`src/rtl/if_fetch_pkg.sv`:
```
// Shared definitions for the instruction-fetch stage.
// Contents: bus widths that the PC register and IF/ID latch also use, the IF state
// encodings, and a helper that places one fetched byte into a little-endian word.
package if_fetch_pkg;

  localparam int INST_W     = 32;  // instruction bus width
  localparam int ADDR_BUS_W = 32;  // architectural pc width
  localparam int BYTE_W     = 8;   // shared RAM port data width

  typedef enum logic [1:0] {
    IF_IDLE  = 2'd0,
    IF_FETCH = 2'd1,
    IF_HOLD  = 2'd2
  } if_state_e;

  // Place byte b into lane k (bits [8k+7:8k]) of a little-endian word.
  function automatic logic [INST_W-1:0] place_byte(input logic [INST_W-1:0] word,
                                                   input logic [1:0]        k,
                                                   input logic [BYTE_W-1:0] b);
    logic [INST_W-1:0] w;
    w = word;
    case (k)
      2'd0:    w[7:0]   = b;
      2'd1:    w[15:8]  = b;
      2'd2:    w[23:16] = b;
      default: w[31:24] = b;
    endcase
    return w;
  endfunction

endpackage

```
`src/rtl/if_fetch_icache_dm.sv`:
```
// Direct-mapped instruction cache, one 32-bit word per line.
// Ports:
//   clk, rst        clock; synchronous active-high reset clears every valid bit
//   rd_waddr_i      word address of the lookup (byte address without bits [1:0])
//   rd_hit_o        combinational: line valid and tag matches
//   rd_data_o       combinational: data word of the indexed line
//   wr_en_i         write one line (sets its valid bit)
//   wr_waddr_i      word address of the line being written
//   wr_data_i       word written into the line
// A lookup in the same cycle as a write to the same index sees the old contents,
// because all arrays are registers updated at the edge.
module icache_dm
  import if_fetch_pkg::*;
#(
  parameter int ADDR_W   = 18,
  parameter int IC_LINES = 64
) (
  input  logic              clk,
  input  logic              rst,
  input  logic [ADDR_W-3:0] rd_waddr_i,
  output logic              rd_hit_o,
  output logic [INST_W-1:0] rd_data_o,
  input  logic              wr_en_i,
  input  logic [ADDR_W-3:0] wr_waddr_i,
  input  logic [INST_W-1:0] wr_data_i
);

  localparam int IDX_W = $clog2(IC_LINES);
  localparam int TAG_W = ADDR_W - 2 - IDX_W;

  logic [IC_LINES-1:0] valid_q, valid_d;
  logic [TAG_W-1:0]    tag_q  [IC_LINES];
  logic [INST_W-1:0]   data_q [IC_LINES];

  logic [IDX_W-1:0] rd_idx, wr_idx;
  logic [TAG_W-1:0] rd_tag, wr_tag;

  assign rd_idx = rd_waddr_i[IDX_W-1:0];
  assign rd_tag = rd_waddr_i[ADDR_W-3:IDX_W];
  assign wr_idx = wr_waddr_i[IDX_W-1:0];
  assign wr_tag = wr_waddr_i[ADDR_W-3:IDX_W];

  assign rd_hit_o  = valid_q[rd_idx] && (tag_q[rd_idx] == rd_tag);
  assign rd_data_o = data_q[rd_idx];

  always_comb begin
    valid_d = valid_q;
    if (wr_en_i) valid_d[wr_idx] = 1'b1;
  end

  always_ff @(posedge clk) begin
    if (rst) valid_q <= '0;
    else     valid_q <= valid_d;
  end

  // Tag and data arrays carry no reset; the valid bits qualify them.
  always_ff @(posedge clk) begin
    if (wr_en_i) begin
      tag_q[wr_idx]  <= wr_tag;
      data_q[wr_idx] <= wr_data_i;
    end
  end

endmodule

```
`src/rtl/if_fetch.sv`:
```
// Instruction-fetch stage between the PC register and the IF/ID latch.
// Hits in the direct-mapped I-cache return the instruction one cycle later with no
// stall; misses are filled byte-serially over the shared 8-bit RAM port while
// stall_req_o holds the PC register.
// Ports:
//   clk, rst           clock; synchronous active-high reset
//   pc_i, ce_i         fetch address (word aligned) and fetch enable
//   branch_i           redirect from EX: abandon the current fetch
//   id_stall_i         downstream stall: IF/ID outputs hold
//   mem_req_o          request for the shared RAM port (registered)
//   mem_grant_i        arbiter grant for this cycle
//   mem_addr_o         byte address, meaningful when mem_req_o && mem_grant_i
//   mem_data_i         read byte, one cycle after each granted address
//   stall_req_o        combinational PC-hold request
//   inst_o, inst_pc_o  fetched instruction and its pc
//   inst_valid_o       0 marks a bubble
module if_fetch
  import if_fetch_pkg::*;
#(
  parameter int ADDR_W   = 18,
  parameter int IC_LINES = 64
) (
  input  logic                  clk,
  input  logic                  rst,
  input  logic [ADDR_BUS_W-1:0] pc_i,
  input  logic                  ce_i,
  input  logic                  branch_i,
  input  logic                  id_stall_i,
  output logic                  mem_req_o,
  input  logic                  mem_grant_i,
  output logic [ADDR_W-1:0]     mem_addr_o,
  input  logic [BYTE_W-1:0]     mem_data_i,
  output logic                  stall_req_o,
  output logic [INST_W-1:0]     inst_o,
  output logic [ADDR_BUS_W-1:0] inst_pc_o,
  output logic                  inst_valid_o
);

  if_state_e             state_q, state_d;
  logic [ADDR_BUS_W-1:0] fpc_q, fpc_d;
  logic [1:0]            issue_cnt_q, issue_cnt_d;
  logic [1:0]            rx_cnt_q, rx_cnt_d;
  logic                  mem_req_q, mem_req_d;
  logic                  rx_pend_q, rx_pend_d;
  logic [INST_W-1:0]     buf_q, buf_d;
  logic [INST_W-1:0]     inst_q, inst_d;
  logic [ADDR_BUS_W-1:0] inst_pc_q, inst_pc_d;
  logic                  inst_valid_q, inst_valid_d;

  logic              ic_hit;
  logic [INST_W-1:0] ic_rdata;
  logic              ic_wr_en;
  logic              issue_fire;
  logic              fill_done;
  logic [INST_W-1:0] word_asm;

  icache_dm #(
    .ADDR_W   (ADDR_W),
    .IC_LINES (IC_LINES)
  ) u_icache (
    .clk        (clk),
    .rst        (rst),
    .rd_waddr_i (pc_i[ADDR_W-1:2]),
    .rd_hit_o   (ic_hit),
    .rd_data_o  (ic_rdata),
    .wr_en_i    (ic_wr_en),
    .wr_waddr_i (fpc_q[ADDR_W-1:2]),
    .wr_data_i  (word_asm)
  );

  // Byte addresses wrap naturally at ADDR_W bits.
  assign mem_addr_o   = fpc_q[ADDR_W-1:0] + ADDR_W'(issue_cnt_q);
  assign mem_req_o    = mem_req_q;
  assign inst_o       = inst_q;
  assign inst_pc_o    = inst_pc_q;
  assign inst_valid_o = inst_valid_q;

  assign issue_fire = mem_req_q && mem_grant_i;
  // rx_pend_q marks that a byte was issued last cycle, so mem_data_i carries it now.
  assign word_asm   = place_byte(buf_q, rx_cnt_q, mem_data_i);
  assign fill_done  = (state_q == IF_FETCH) && rx_pend_q && (rx_cnt_q == 2'd3);
  assign ic_wr_en   = fill_done && !branch_i && !rst;

  // The PC is released in the cycle the word lands, unless the word must be parked
  // in HOLD; in HOLD it is released in the cycle the outputs will take the word.
  always_comb begin
    stall_req_o = 1'b0;
    if (!rst && !branch_i) begin
      case (state_q)
        IF_IDLE:  stall_req_o = ce_i && !ic_hit;
        IF_FETCH: stall_req_o = !(fill_done && !id_stall_i);
        IF_HOLD:  stall_req_o = id_stall_i;
        default:  stall_req_o = 1'b0;
      endcase
    end
  end

  always_comb begin
    state_d      = state_q;
    fpc_d        = fpc_q;
    issue_cnt_d  = issue_cnt_q;
    rx_cnt_d     = rx_cnt_q;
    mem_req_d    = mem_req_q;
    rx_pend_d    = rx_pend_q;
    buf_d        = buf_q;
    inst_d       = inst_q;
    inst_pc_d    = inst_pc_q;
    inst_valid_d = inst_valid_q;

    if (branch_i) begin
      // Any byte still in flight is dropped by clearing rx_pend.
      state_d      = IF_IDLE;
      mem_req_d    = 1'b0;
      rx_pend_d    = 1'b0;
      inst_valid_d = 1'b0;
    end else begin
      case (state_q)
        IF_IDLE: begin
          if (ce_i && !ic_hit) begin
            state_d     = IF_FETCH;
            fpc_d       = pc_i;
            issue_cnt_d = 2'd0;
            rx_cnt_d    = 2'd0;
            mem_req_d   = 1'b1;
            rx_pend_d   = 1'b0;
            buf_d       = '0;
          end
          if (!id_stall_i) begin
            if (ce_i && ic_hit) begin
              inst_d       = ic_rdata;
              inst_pc_d    = pc_i;
              inst_valid_d = 1'b1;
            end else begin
              inst_valid_d = 1'b0;
            end
          end
        end

        IF_FETCH: begin
          rx_pend_d = issue_fire;
          if (issue_fire) begin
            issue_cnt_d = issue_cnt_q + 2'd1;
            if (issue_cnt_q == 2'd3) mem_req_d = 1'b0;
          end
          if (rx_pend_q) begin
            buf_d    = word_asm;
            rx_cnt_d = rx_cnt_q + 2'd1;
          end
          if (fill_done) begin
            if (id_stall_i) begin
              state_d = IF_HOLD;
            end else begin
              state_d      = IF_IDLE;
              inst_d       = word_asm;
              inst_pc_d    = fpc_q;
              inst_valid_d = 1'b1;
            end
          end else if (!id_stall_i) begin
            inst_valid_d = 1'b0;
          end
        end

        IF_HOLD: begin
          if (!id_stall_i) begin
            state_d      = IF_IDLE;
            inst_d       = buf_q;
            inst_pc_d    = fpc_q;
            inst_valid_d = 1'b1;
          end
        end

        default: state_d = IF_IDLE;
      endcase
    end
  end

  always_ff @(posedge clk) begin
    fpc_q <= fpc_d;
    buf_q <= buf_d;
    if (rst) begin
      state_q      <= IF_IDLE;
      issue_cnt_q  <= 2'd0;
      rx_cnt_q     <= 2'd0;
      mem_req_q    <= 1'b0;
      rx_pend_q    <= 1'b0;
      inst_q       <= '0;
      inst_pc_q    <= '0;
      inst_valid_q <= 1'b0;
    end else begin
      state_q      <= state_d;
      issue_cnt_q  <= issue_cnt_d;
      rx_cnt_q     <= rx_cnt_d;
      mem_req_q    <= mem_req_d;
      rx_pend_q    <= rx_pend_d;
      inst_q       <= inst_d;
      inst_pc_q    <= inst_pc_d;
      inst_valid_q <= inst_valid_d;
    end
  end

endmodule
```
`config.mk`:
```
export PLATFORM = sky130hd
export DESIGN_NAME = if_fetch
export DESIGN_NICKNAME = d
export VERILOG_FILES = /design/src/rtl/if_fetch_pkg.sv /design/src/rtl/if_fetch_icache_dm.sv /design/src/rtl/if_fetch.sv
export SDC_FILE = /design/constraint.sdc
export NUM_CORES = 2
export LEC_CHECK = 0
export BUFFER_PORTS_ARGS = -buffer_cell sky130_fd_sc_hd__buf_2
export CAP_MARGIN = 20
export CORE_MARGIN = 1.5
export CORE_UTILIZATION = 65
export DETAILED_ROUTE_END_ITERATION = 8
export HOLD_SLACK_MARGIN = 0.03
export PLACE_DENSITY_LB_ADDON = 0.25
export SETUP_SLACK_MARGIN = 0.15
export SLEW_MARGIN = 30
export SYNTH_ARGS = -nofsm -noshare
export SYNTH_HDL_FRONTEND = slang
export SYNTH_SLANG_ARGS = --single-unit
```
`constraint.sdc`:
```
create_clock -name clk -period 11.2 [get_ports clk]
set_input_delay 2.24 -clock clk [delete_from_list [all_inputs] [get_ports clk]]
set_output_delay 2.24 -clock clk [all_outputs]
set_load 0.05 [all_outputs]
```
==> flow_summary.yaml <==
floorplan:
  die_area_sq_um: 175000
  start_util: 0.654
  num_rows: 152
  dieHeight_um: 418
  core_sq_um: 171000
  boundaryPins: 131
  die_w_um: 418
clock_tree:
  path_clk_slew_ns: 0.06
  root_buffer: "clkbuf_16"
  clkSinkCount: 2889
  htreeDepth: 5
  cts_hold_buf: 0
  cts_tree: "built"
  ctsResizeCount: 0
  postCtsSetupRepairBufs: 0
  cts_buffers: 292
  clock_path_buffers: 4
  clk_latency_ns: 0.97
route:
  drtPass1Iterations: 6
  vias: 58100
  dr.max_layer_used: "met5"
  dr.first_iter.drc_count: 10100
  routed_wl_um: 310000
  ant_nets: 0
  vias_per_cell: 7.30
  met3_wirelength_um: 39200
  wl_met1_um: 104000
  drc_errors: 0
  routed-wl-met2_um: 150000
  wl_per_cell_um: 39.0
status:
  status: "completed"
setup_path:
  cp_max_fo: 60
  critical_path_class: "in -> out"
  crit_slowest_cell: "nor3_1"
  path_cells: "buf_8 > buf_4 > nand2b_1 > a211oi_1 > a2111oi_0 > nor3_1 > o21ai_0 > and4_1 > a31oi_1 > nand2_1 > a31oi_1 > buf_2"
  end_kind: "primary output"
  cp.arrival_ns: 6.73
  critical_path_required_ns: 8.96
  crit_top_cell: "a31oi_1"
  crit_path_max_incr_delay_ns: 0.74
  cp-start-kind: "input pin"
yosys:
  synth-edff-count: 2752
  synthTopCellsByArea: "edfxtp_1 74%, mux4_2 15%, dfxtp_1 2.4%, mux2i_1 1.8%, nor2_1 0.73%"
  synth_area_leader_cell: "edfxtp_1"
  synth_cell_type_count: 77
  ys_seq_area_frac: 0.762
  synth-seq-cells: 2889
  synth_area_per_cell_sq_um: 21.7
  syn_inst: 5167
  yosysWarnings: 0
  async_flop_share: 0
  synth-main-ff-cell: "edfxtp_1"
  syn_nets: 5226
  synth_top_area_share: 0.738
  syn_area_sq_um: 112000
global_route:
  antenna_found_initial: 17
  grt_use_total: 0.361
  grt_overflow: 0
  grt_pass1_vias: 58500
  grt_max_degree: 146
  grt_pass1_wl_um: 435000
sta:
  skew_ns: 0.0521
  rsz0062_at_grt: "no"
  setup_tns_ns: 0
  max_freq_ghz: 0.112
  setup_viol: 0
  tightest_slew_ns: 1.08
  setup_ws_ns: 2.23
  period_share: 0.801
  hold_viol_final: 0
  worst_slew_margin_rel: 0.270
  finalCriticalPeriod_ns: 8.97
  finalMaxSlewViolations: 0
power:
  total_leakage_power_nw: 39.7
  ir_worst_vdd_mv: 0.166
  powerDensity_nw_per_um2: 177
placed_design:
  post-place-ws_ns: 2.26
  gp_congestion: 0.908
  numPortBuffers: 130
  dp.final_hpwl_um: 152000
final_layout:
  syn2layout_area_growth_pct: 11.8
  nNetsFinal: 5504
  drive_gt1_frac: 0.273
  nFillCells: 9230
flow_run:
  drv_cap: 0
hold_path:
  min_path_type: "reg -> reg"
## worst paths after layout
check | start | end | slack, ns | depth (start not counted)
setup / recovery | pc_i[3] | stall_req_o | 2.23 | 12
hold / removal | inst_o[9] | inst_o[9] | 0.47 | 1
setup reg to reg | u_icache.tag_q[39][6] | inst_o[1] | 6.24 | 11
hold reg to reg | inst_o[9] | inst_o[9] | 0.47 | 1
## placed cells by master (no fill, tap or decap), drive strengths merged, types with 10 or more instances in the layout
cell type,instances
bufinv,14
nor3,37
nand2,172
a22oi,58
a32oi,28
mux2i,203
mux2,45
and2,38
ha,12
o211ai,33
buf,283
dfxtp,137
nand4,11
mux4,757
nand2b,10
a2111oi,11
nor2b,27
nor4,10
nand3,31
inv,25
clkbuf,373
o21ai,18
a21oi,47
xnor2,13
a211oi,42
xor2,10
edfxtp,2752
clkinv,96
nor2,220
a31o,32
## layer usage
layer  track usage  vias up
met3        0.0835      919
li1              -    22200
met5             0        -
met1         0.483    30100
met4         0.176       12
met2         0.568     4872
## worst max-delay path: cells and delay by family
family / cells / cell delay (ns)
AND/OR/NAND/NOR: 4 / 1.59
AO/OA/AOI/OAI: 5 / 1.48
buffers and inverters: 3 / 1.30
## Yosys cell counts, types with 16 or more instances
library cell and count:
buf_1 30, nor2_1 219, nor2b_1 27, and2_1 38, a22oi_1 58, mux4_2 756
nor3_1 37, nand3_1 30, edfxtp_1 2752, buf_4 25, o211ai_1 33, a21oi_1 47
a31o_1 32, inv_1 18, buf_2 115, a32oi_1 28, a211oi_1 42, mux2_2 42
o21ai_0 16, mux2i_1 203, clkbuf_1 114, nand2_1 172, dfxtp_1 137
## flip-flops by register name (all words and copies together) (netlist names), 2 cells and up
register	cells
u_icache.data_q	2048
u_icache.tag_q	640
u_icache.valid_q	64
buf_q	32
fpc_q	32
inst_o	32
inst_pc_o	32
issue_cnt_q	2
rx_cnt_q	2
state_q	2
## cell type report
cell class / instances / area, sq um / share of cell area
multi-input cells: 1959 / 25700 / 0.206
diodes: 5 / 12.5 / 0.0000999
flip-flops and latches: 2889 / 85400 / 0.682
clock buffers: 373 / 7830 / 0.0625
repair buffers: 283 / 2360 / 0.0189
clock inverters: 117 / 906 / 0.00724
inverters: 20 / 85.1 / 0.000680
well taps: 2310 / 2890 / 0.0231
## power breakdown
part | internal [mW] | switching [mW]
Combinational | 0.394 | 0.688
Clock | 5.24 | 4.00
Sequential | 11.8 | 0.0125
Total | 17.5 | 4.70
## cells by family after synthesis
logic type | count (synthesis) | share of synthesized area
multiplexers | 1005 | 0.175
AND/OR/NAND/NOR | 591 | 0.0240
adder cells (fa/ha/maj) | 13 | 0.00152
AO/OA/AOI/OAI | 327 | 0.0216
XOR/XNOR | 23 | 0.00180
flip-flops | 2889 | 0.762
buffers and inverters | 319 | 0.0139
## stage by stage
step / power [mW] / cell area, sq um / std cells / hold WS (ns) / utilization
2_1_floorplan: 12.8 / 112000 / 5167 / 0.435 / -
3_3_place_gp: 13.1 / 116000 / 7441 / 0.444 / 0.675
3_5_place_dp: 13.1 / 116000 / 7452 / 0.453 / 0.678
4_1_cts: 22.2 / 125000 / 7942 / 0.471 / 0.729
5_1_grt: 22.6 / 125000 / 7954 / 0.486 / 0.731
6_report: 22.2 / 125000 / 7956 / 0.472 / 0.731
No activity file was read; power rests on OpenSTA's default activity.
